==> src/rtl/vr_vc_if.sv <==
// Bundle of the valid/ready upstream and valid/credit downstream signals around
// the converter; slave is the converter's view, master is the surrounding environment.
interface vr_vc_if #(
  parameter int DATA_WIDTH = 8,
  parameter int CREDIT_NUM = 2
);
  localparam int CW = $clog2(CREDIT_NUM + 1);

  logic [DATA_WIDTH-1:0] s_data_i;
  logic                  s_valid_i;
  logic                  s_ready_o;
  logic [DATA_WIDTH-1:0] m_data_o;
  logic                  m_valid_o;
  logic                  m_credit_i;
  logic [CW-1:0]         credit_cnt_o;
  logic                  credit_err_o;

  modport slave (
    input  s_data_i, s_valid_i, m_credit_i,
    output s_ready_o, m_data_o, m_valid_o, credit_cnt_o, credit_err_o
  );

  modport master (
    output s_data_i, s_valid_i, m_credit_i,
    input  s_ready_o, m_data_o, m_valid_o, credit_cnt_o, credit_err_o
  );
endinterface

==> src/rtl/vr_vc_converter.sv <==
// Valid/ready to valid/credit converter: accepts an upstream beat only while a
// downstream credit is held, forwards it through one output register.
module vr_vc_converter #(
  parameter int DATA_WIDTH  = 8,
  parameter int CREDIT_NUM  = 2,
  parameter int INIT_CREDIT = CREDIT_NUM
) (
  input  logic      clk,
  input  logic      rst_n,
  vr_vc_if.slave    bus
);
  localparam int            CW       = $clog2(CREDIT_NUM + 1);
  localparam logic [CW-1:0] CNT_MAX  = CW'(CREDIT_NUM);
  localparam logic [CW-1:0] CNT_INIT = CW'(INIT_CREDIT);

  logic [CW-1:0]         cnt_q, cnt_d;
  logic                  err_q, err_d;
  logic                  vld_p1_q, vld_p1_d;
  logic [DATA_WIDTH-1:0] data_p1_q, data_p1_d;
  logic                  ready;
  logic                  fire;
  logic                  ovf;
  logic [CW:0]           cnt_sum;

  // Clamp the widened count at the receiver depth; an excess only comes from a
  // spurious credit pulse, which is flagged separately.
  function automatic logic [CW-1:0] sat_credit(input logic [CW:0] sum);
    if (sum > {1'b0, CNT_MAX}) return CNT_MAX;
    return sum[CW-1:0];
  endfunction

  always_comb begin
    ready   = (cnt_q != '0);
    fire    = bus.s_valid_i & ready;
    ovf     = bus.m_credit_i & (cnt_q == CNT_MAX) & ~fire;
    cnt_sum = {1'b0, cnt_q} - {{CW{1'b0}}, fire} + {{CW{1'b0}}, bus.m_credit_i};
    cnt_d   = sat_credit(cnt_sum);
    err_d   = err_q | ovf;
  end

  // Stage p0 -> p1: capture the accepted beat into the output register
  always_comb begin
    vld_p1_d  = fire;
    data_p1_d = data_p1_q;
    if (fire) data_p1_d = bus.s_data_i;
  end

  always_ff @(posedge clk) begin
    if (!rst_n) begin
      cnt_q     <= CNT_INIT;
      err_q     <= 1'b0;
      vld_p1_q  <= 1'b0;
      data_p1_q <= '0;
    end else begin
      cnt_q     <= cnt_d;
      err_q     <= err_d;
      vld_p1_q  <= vld_p1_d;
      data_p1_q <= data_p1_d;
    end
  end

  assign bus.s_ready_o    = ready;
  assign bus.m_valid_o    = vld_p1_q;
  assign bus.m_data_o     = data_p1_q;
  assign bus.credit_cnt_o = cnt_q;
  assign bus.credit_err_o = err_q;
endmodule

==> src/flat_wrapper.sv <==
// flat-port wrapper written by rule: the top's interface ports become plain ports
module vr_vc_converter_flat 
#(
  parameter int DATA_WIDTH  = 8,
  parameter int CREDIT_NUM  = 2,
  parameter int INIT_CREDIT = CREDIT_NUM
)
  (clk, rst_n, bus_s_data_i, bus_s_valid_i, bus_m_credit_i, bus_s_ready_o, bus_m_data_o, bus_m_valid_o, bus_credit_cnt_o, bus_credit_err_o);
  vr_vc_if #(.DATA_WIDTH(DATA_WIDTH), .CREDIT_NUM(CREDIT_NUM)) bus_i ();
  input  logic clk;
  input  logic rst_n;
  input wire logic [$bits(bus_i.s_data_i)-1:0] bus_s_data_i;
  input wire logic [$bits(bus_i.s_valid_i)-1:0] bus_s_valid_i;
  input wire logic [$bits(bus_i.m_credit_i)-1:0] bus_m_credit_i;
  output wire logic [$bits(bus_i.s_ready_o)-1:0] bus_s_ready_o;
  output wire logic [$bits(bus_i.m_data_o)-1:0] bus_m_data_o;
  output wire logic [$bits(bus_i.m_valid_o)-1:0] bus_m_valid_o;
  output wire logic [$bits(bus_i.credit_cnt_o)-1:0] bus_credit_cnt_o;
  output wire logic [$bits(bus_i.credit_err_o)-1:0] bus_credit_err_o;
  assign bus_i.s_data_i = bus_s_data_i;
  assign bus_i.s_valid_i = bus_s_valid_i;
  assign bus_i.m_credit_i = bus_m_credit_i;
  assign bus_s_ready_o = bus_i.s_ready_o;
  assign bus_m_data_o = bus_i.m_data_o;
  assign bus_m_valid_o = bus_i.m_valid_o;
  assign bus_credit_cnt_o = bus_i.credit_cnt_o;
  assign bus_credit_err_o = bus_i.credit_err_o;
  vr_vc_converter #(.DATA_WIDTH(DATA_WIDTH), .CREDIT_NUM(CREDIT_NUM), .INIT_CREDIT(INIT_CREDIT)) u_core (.clk(clk), .rst_n(rst_n), .bus(bus_i));
endmodule
==> config.mk <==
export PLATFORM = sky130hd
export DESIGN_NAME = vr_vc_converter_flat
export DESIGN_NICKNAME = d
export VERILOG_FILES = /design/src/rtl/vr_vc_if.sv /design/src/rtl/vr_vc_converter.sv /design/src/flat_wrapper.sv
export SDC_FILE = /design/constraint.sdc
export NUM_CORES = 1
export LEC_CHECK = 0
export CORE_AREA = 2 2 39 41
export DETAILED_ROUTE_END_ITERATION = 7
export DIE_AREA = 0 0 41 43
export DONT_BUFFER_PORTS = 1
export PLACE_DENSITY = 0.63
export SLEW_MARGIN = 20
export SYNTH_ARGS = -nofsm -noshare
export SYNTH_HDL_FRONTEND = slang
export SYNTH_SLANG_ARGS = --single-unit
==> constraint.sdc <==
create_clock -name clk -period 2.31 [get_ports clk]
set_input_delay 0.231 -clock clk [delete_from_list [all_inputs] [get_ports clk]]
set_output_delay 0.231 -clock clk [all_outputs]
set_load 0.005 [all_outputs]
==> flow_summary.ini, run 1 <==
[routing]
vias_per_cell = 4.96
drc = 0
ant_nets = 0
wl_per_cell_um = 12.8
first_pass_iters = 2
drtIter0Drc = 4
drt-total-wl_um = 895
vias = 347

[logic_synthesis]
synthesis.nets = 66
synth_top_area_cell = dfxtp_1
ys_seq_elements = 12
syn_inst = 52
ys_types = 16
synth.top_cell.area_share = 0.466
syn-cell-area_um2 = 515
yosysWarnings = 0
ys_top_cells_by_area = dfxtp_1 47%, mux2i_1 16%, nand2_1 12%, fa_1 3.9%, o21ai_4 3.2%
syn_area_per_cell_um2 = 9.91
ys_seq_area_frac = 0.466

[die]
io_pins = 25
row_count = 14
start_util = 0.373
dieArea_um2 = 1760
dieHeight_um = 43
die_w_um = 41
core_area_um2 = 1380

[hold_path]
hp-class = input pin to flop
min_path_cells = 1

[clocking]
clk_latency_ns = 0.27
cts_buffers = 3
post_cts_buffers = 0
clkTransAtPathRegs_ns = 0.08
cts_max_path_buffers = 2
htreeDepth = 1
clock-sinks = 12
cts.repair.resized = 0
cts_tree = done
cts_hold_buf = 0
cts_root_buffer = clkbuf_4

[critical_path]
crit_slowest_cell = dfxtp_1
path_class = flop to flop
slowest_delay_ns = 0.46
crit_path_start_kind = flop
cp_cell_sequence = nand3b_1 -> o21ai_0 -> ha_1 -> fa_1 -> xor2_1 -> and4b_1
worstPathArrival_ns = 1.98
worst-path-max-fanout = 6
cp.required_ns = 2.48
crit_path_end_kind = flop
ff2ff_path_depth = 6

[finish]
post_layout_nonfiller_instances = 70
drive_gt1_frac = 0.130
regArea_um2 = 240
final_cell_area_um2 = 564
fillCellCount = 152
fin_nets = 69
syn2layout_area_growth_pct = 9.47
multi_input_area_um2 = 260
num_antenna_cells = 0

[place]
dpl_cell_area_um2 = 528
dpl.cell_count = 66
io_buffers = 0
gp_congestion = 0.615
dp.final_hpwl_um = 645

[global_routing]
grt_pass1_wl_um = 1300
antenna_found_initial = 0
track_usage = 0.120
grt-ovfl-total = 0
grt_pass1_vias = 320
grt_max_degree = 21

[sta]
final.setup_skew_ns = 0.00291
whs_ns = 0.0515
finalCriticalPeriod_ns = 1.81
relSlewSlack = 0.758
finalHoldViolCount = 0
setup_viol = 0
maxSlewViolCount = 0
fin_tns_setup_ns = 0
fin_crit_sh = 0.783
fmax_mhz = 553
tightest_slew_ns = 0.362
rsz0062_at_grt = false

[power_and_ir_drop]
pwr-share-comb = 0.266
internal_power_mw = 0.429
p_sw_frac = 0.312
p_seq_frac = 0.468
p_sw_mw = 0.194
p_leak_nw = 0.255
ir_drop_mv = 0.592
finalPower_mw = 0.624
power.density_nw_per_um2 = 1110
power_frac_clock = 0.267

[outcome]
status = completed

[run]
cap_violations = 0
==> cells by family after synthesis <==
group                      share of synthesized area
xor gates and xnor gates                      0.0170
muxes                                          0.155
DFF                                            0.466
adders and majority gates                     0.0631
buffers and inverters                         0.0291
and+or+nand+nor                                0.214
AOI/OAI and AO/OA                             0.0558
==> path summary, 6_finish.rpt <==
check,from,endpoint,slack [ns]
worst min register to register,u_core.bus.m_data_o[6]$_SDFFE_PN0P_,u_core.bus.m_data_o[6]$_SDFFE_PN0P_,0.48
worst max register to register,u_core.bus.credit_cnt_o[0]$_SDFF_PN0_,u_core.bus.credit_cnt_o[0]$_SDFF_PN0_,0.50
worst max-delay path,u_core.bus.credit_cnt_o[0]$_SDFF_PN0_,u_core.bus.credit_cnt_o[0]$_SDFF_PN0_,0.50
worst min-delay path,rst_n,u_core.bus.credit_cnt_o[1]$_SDFF_PN1_,0.05
==> Yosys cell counts <==
| cell | instances |
|---|---|
| xor2_1 | 1 |
| inv_1 | 2 |
| and4b_1 | 1 |
| nand3b_1 | 2 |
| and4bb_2 | 1 |
| nand2_1 | 16 |
| ha_1 | 1 |
| clkbuf_1 | 2 |
| o21ai_4 | 1 |
| fa_1 | 1 |
| dfxtp_1 | 12 |
| and3_1 | 1 |
| mux2i_1 | 8 |
| o21ai_0 | 1 |
| o21a_1 | 1 |
| or2_2 | 1 |
==> registers in the layout (all words and copies together) (netlist names) <==
register / cells
u_core.bus.m_valid_o: 1
u_core.bus.credit_cnt_o: 2
u_core.bus.credit_err_o: 1
u_core.bus.m_data_o: 8
==> worst max-delay path, delay by kind of cell, from the launching register on <==
kind,cells,cell delay (ns)
adders and majority gates,2,0.57
DFF,1,0.46
and+or+nand+nor,2,0.40
xor gates and xnor gates,1,0.16
AOI/OAI and AO/OA,1,0.11
==> through the flow <==
stage               worst slack, ns  utilization
finish                        0.501        0.408
global route                  0.398        0.408
detailed placement            0.510        0.382
CTS                           0.490        0.408
floorplan                     0.612            -
global placement              0.561        0.382
==> metal layers <==
| layer | global-route usage | wire length, um | vias to the layer above | part of all wire |
|---|---|---|---|---|
| met5 | 0 | 0 | - | 0 |
| met2 | 0.163 | 433 | 10 | 0.48 |
| li1 | - | - | 175 | - |
| met4 | 0.100 | 19 | 0 | 0.021 |
| met3 | 0.0628 | 57 | 2 | 0.064 |
| met1 | 0.132 | 384 | 160 | 0.43 |
==> layout make-up <==
class	count	area share
clock buffers	4	0.0643
inverters	2	0.0133
multi-input cells	36	0.461
flip-flops and latches	12	0.426
well taps	16	0.0355
==> cell usage in the layout (no fill, tap or decap) <==
cell type,netlist,final
and3_1,1,1
and4b_1,1,1
and4bb_2,1,1
clkbuf_4,0,3
clkbuf_8,0,1
dfxtp_1,12,12
fa_1,1,1
ha_1,1,1
inv_1,2,2
mux2i_1,8,8
nand2_1,16,16
nand3b_1,2,2
o21a_1,1,1
o21ai_0,1,1
o21ai_4,1,1
or2_2,1,1
xor2_1,1,1
==> power groups by stage <==
stage	clock [mW]	sequential, mW	combinational (mW)
finish	0.166	0.292	0.166
global route	0.185	0.297	0.190
CTS	0.173	0.294	0.166
detailed placement	0	0.298	0.164
global placement	0	0.296	0.162
floorplan	0	0.289	0.142
(Power assumes the default switching activity.)
==> run 2, diff against run 1 <==
==> constraint.sdc (replaced) <==
create_clock -name clk -period 1.82 [get_ports clk]
set_input_delay 0.182 -clock clk [delete_from_list [all_inputs] [get_ports clk]]
set_output_delay 0.182 -clock clk [all_outputs]
set_load 0.005 [all_outputs]
==> flow_summary.ini, run 2 (synthesis gave the netlist of run 1 again) <==
[finish]
num_antenna_cells = 0
largest_register_ffs = 8
drive_gt1_frac = 0.193
layout_common_cells = 16 x nand2_1, 11 x dfxtp_1, 8 x mux2i_1
post_layout_nonfiller_instances = 73
syn2layout_area_growth_pct = 16.0
mostFrequentLayoutCell = nand2_1
fillCellCount = 143
final_cell_area_um2 = 598
fin_nets = 72
fin_util = 0.432

[sta]
maxSlewViolCount = 0
fin_ws_ns = 0.117
setup_viol = 0
final.setup_skew_ns = 0.00159
whs_ns = 0.0262
fmax_mhz = 587
tightest_slew_ns = 0.378
rsz0062_at_grt = false
finalCriticalPeriod_ns = 1.70
finalHoldViolCount = 0
fin_crit_sh = 0.936
fin_tns_setup_ns = 0
relSlewSlack = 0.747

[power_and_ir_drop]
finalPower_mw = 0.839
pwr-share-comb = 0.336
p_leak_nw = 0.271
p_sw_mw = 0.261
power_frac_clock = 0.253
power.density_nw_per_um2 = 1400
p_seq_frac = 0.411
ir_drop_mv = 0.514
internal_power_mw = 0.577
p_sw_frac = 0.312

[critical_path]
crit_path_end_kind = flop
crit_slowest_cell = fa_1
cp_cell_sequence = buf_4 -> inv_1 -> o21ai_0 -> ha_1 -> fa_1 -> xor2_2 -> and4b_1
worst-path-max-fanout = 4
critical-path-top-delay-family = adder cells
worstPathArrival_ns = 1.87
path_class = flop to flop
cp.required_ns = 1.98
slowest_delay_ns = 0.41
crit_buf_inv = 2
crit_path_start_kind = flop

[outcome]
status = completed

[clocking]
clk_latency_ns = 0.27
htreeDepth = 1
clkTransAtPathRegs_ns = 0.08
clock-sinks = 12
cts_max_path_buffers = 2
cts_root_buffer = clkbuf_4
cts_buffers = 3
post_cts_buffers = 0
cts_tree = done

[place]
io_buffers = 0
dp.final_hpwl_um = 699
dpl_cell_area_um2 = 543
gp_congestion = 0.632
dpl.cell_count = 68
pre_cts_slack_ns = 0.111

[routing]
drc = 0
wl_per_cell_um = 13.0
first_pass_iters = 4
ant_nets = 0
drtIter0Drc = 5
drt-total-wl_um = 952
vias = 359
vias_per_cell = 4.92

[global_routing]
grt_pass1_wl_um = 1460
grt-busiest-layer = met2
track_usage = 0.129
antenna_found_initial = 0
grt_use_met3 = 0.0366
grt_pass1_vias = 328
use_met2 = 0.191
grt_max_degree = 21
grtUsageMet1 = 0.148
grt-ovfl-total = 0

[die]
die_w_um = 41
dieArea_um2 = 1760
start_util = 0.373
dieHeight_um = 43
row_count = 14
core_area_um2 = 1380
io_pins = 25

[run]
cap_violations = 0

[hold_path]
hp-class = input pin to flop
[run 2: power by group through the flow]
stage                     sequential [mW]  combinational [mW]  clock, mW
after floorplan                     0.367               0.180          0
after global placement              0.348               0.257          0
after detailed placement            0.351               0.266          0
after CTS                           0.345               0.273      0.223
after global routing                0.352               0.316      0.237
final                               0.345               0.282      0.212
[run 2: final timing paths]
kind / startpoint / end / slack [ns] / depth (start not counted)
setup / recovery: u_core.bus.credit_cnt_o[0]$_SDFF_PN0_ / u_core.bus.credit_cnt_o[0]$_SDFF_PN0_ / 0.12 / 7
hold / removal: rst_n / u_core.bus.credit_err_o$_SDFF_PN0_ / 0.03 / 1
setup reg to reg: u_core.bus.credit_cnt_o[0]$_SDFF_PN0_ / u_core.bus.credit_cnt_o[0]$_SDFF_PN0_ / 0.12 / 7
hold reg to reg: u_core.bus.m_data_o[5]$_SDFFE_PN0P_ / u_core.bus.m_data_o[5]$_SDFFE_PN0P_ / 0.48 / 2
[run 2: per-layer routing]
layer	up-vias	routed length [um]	part of all wire
li1	182	-	-
met5	-	0	0
met1	165	383	0.40
met4	0	15	0.016
met2	10	502	0.53
met3	2	52	0.055
[run 2: what timing repair did]
action,CTS,global route
hold buffers,1,0
endpoints found under the hold margin,1,0
gates resized for setup,0,2
endpoints found under the setup margin,0,1
[run 2: final cells by class]
class,instances,area (um2),share of cell area
clock buffer,4,36.3,0.0607
inverter,2,7.51,0.0126
multi-input combinational,36,268,0.448
timing repair buffer,3,25.0,0.0418
sequential,12,241,0.404
tap,16,20.0,0.0335
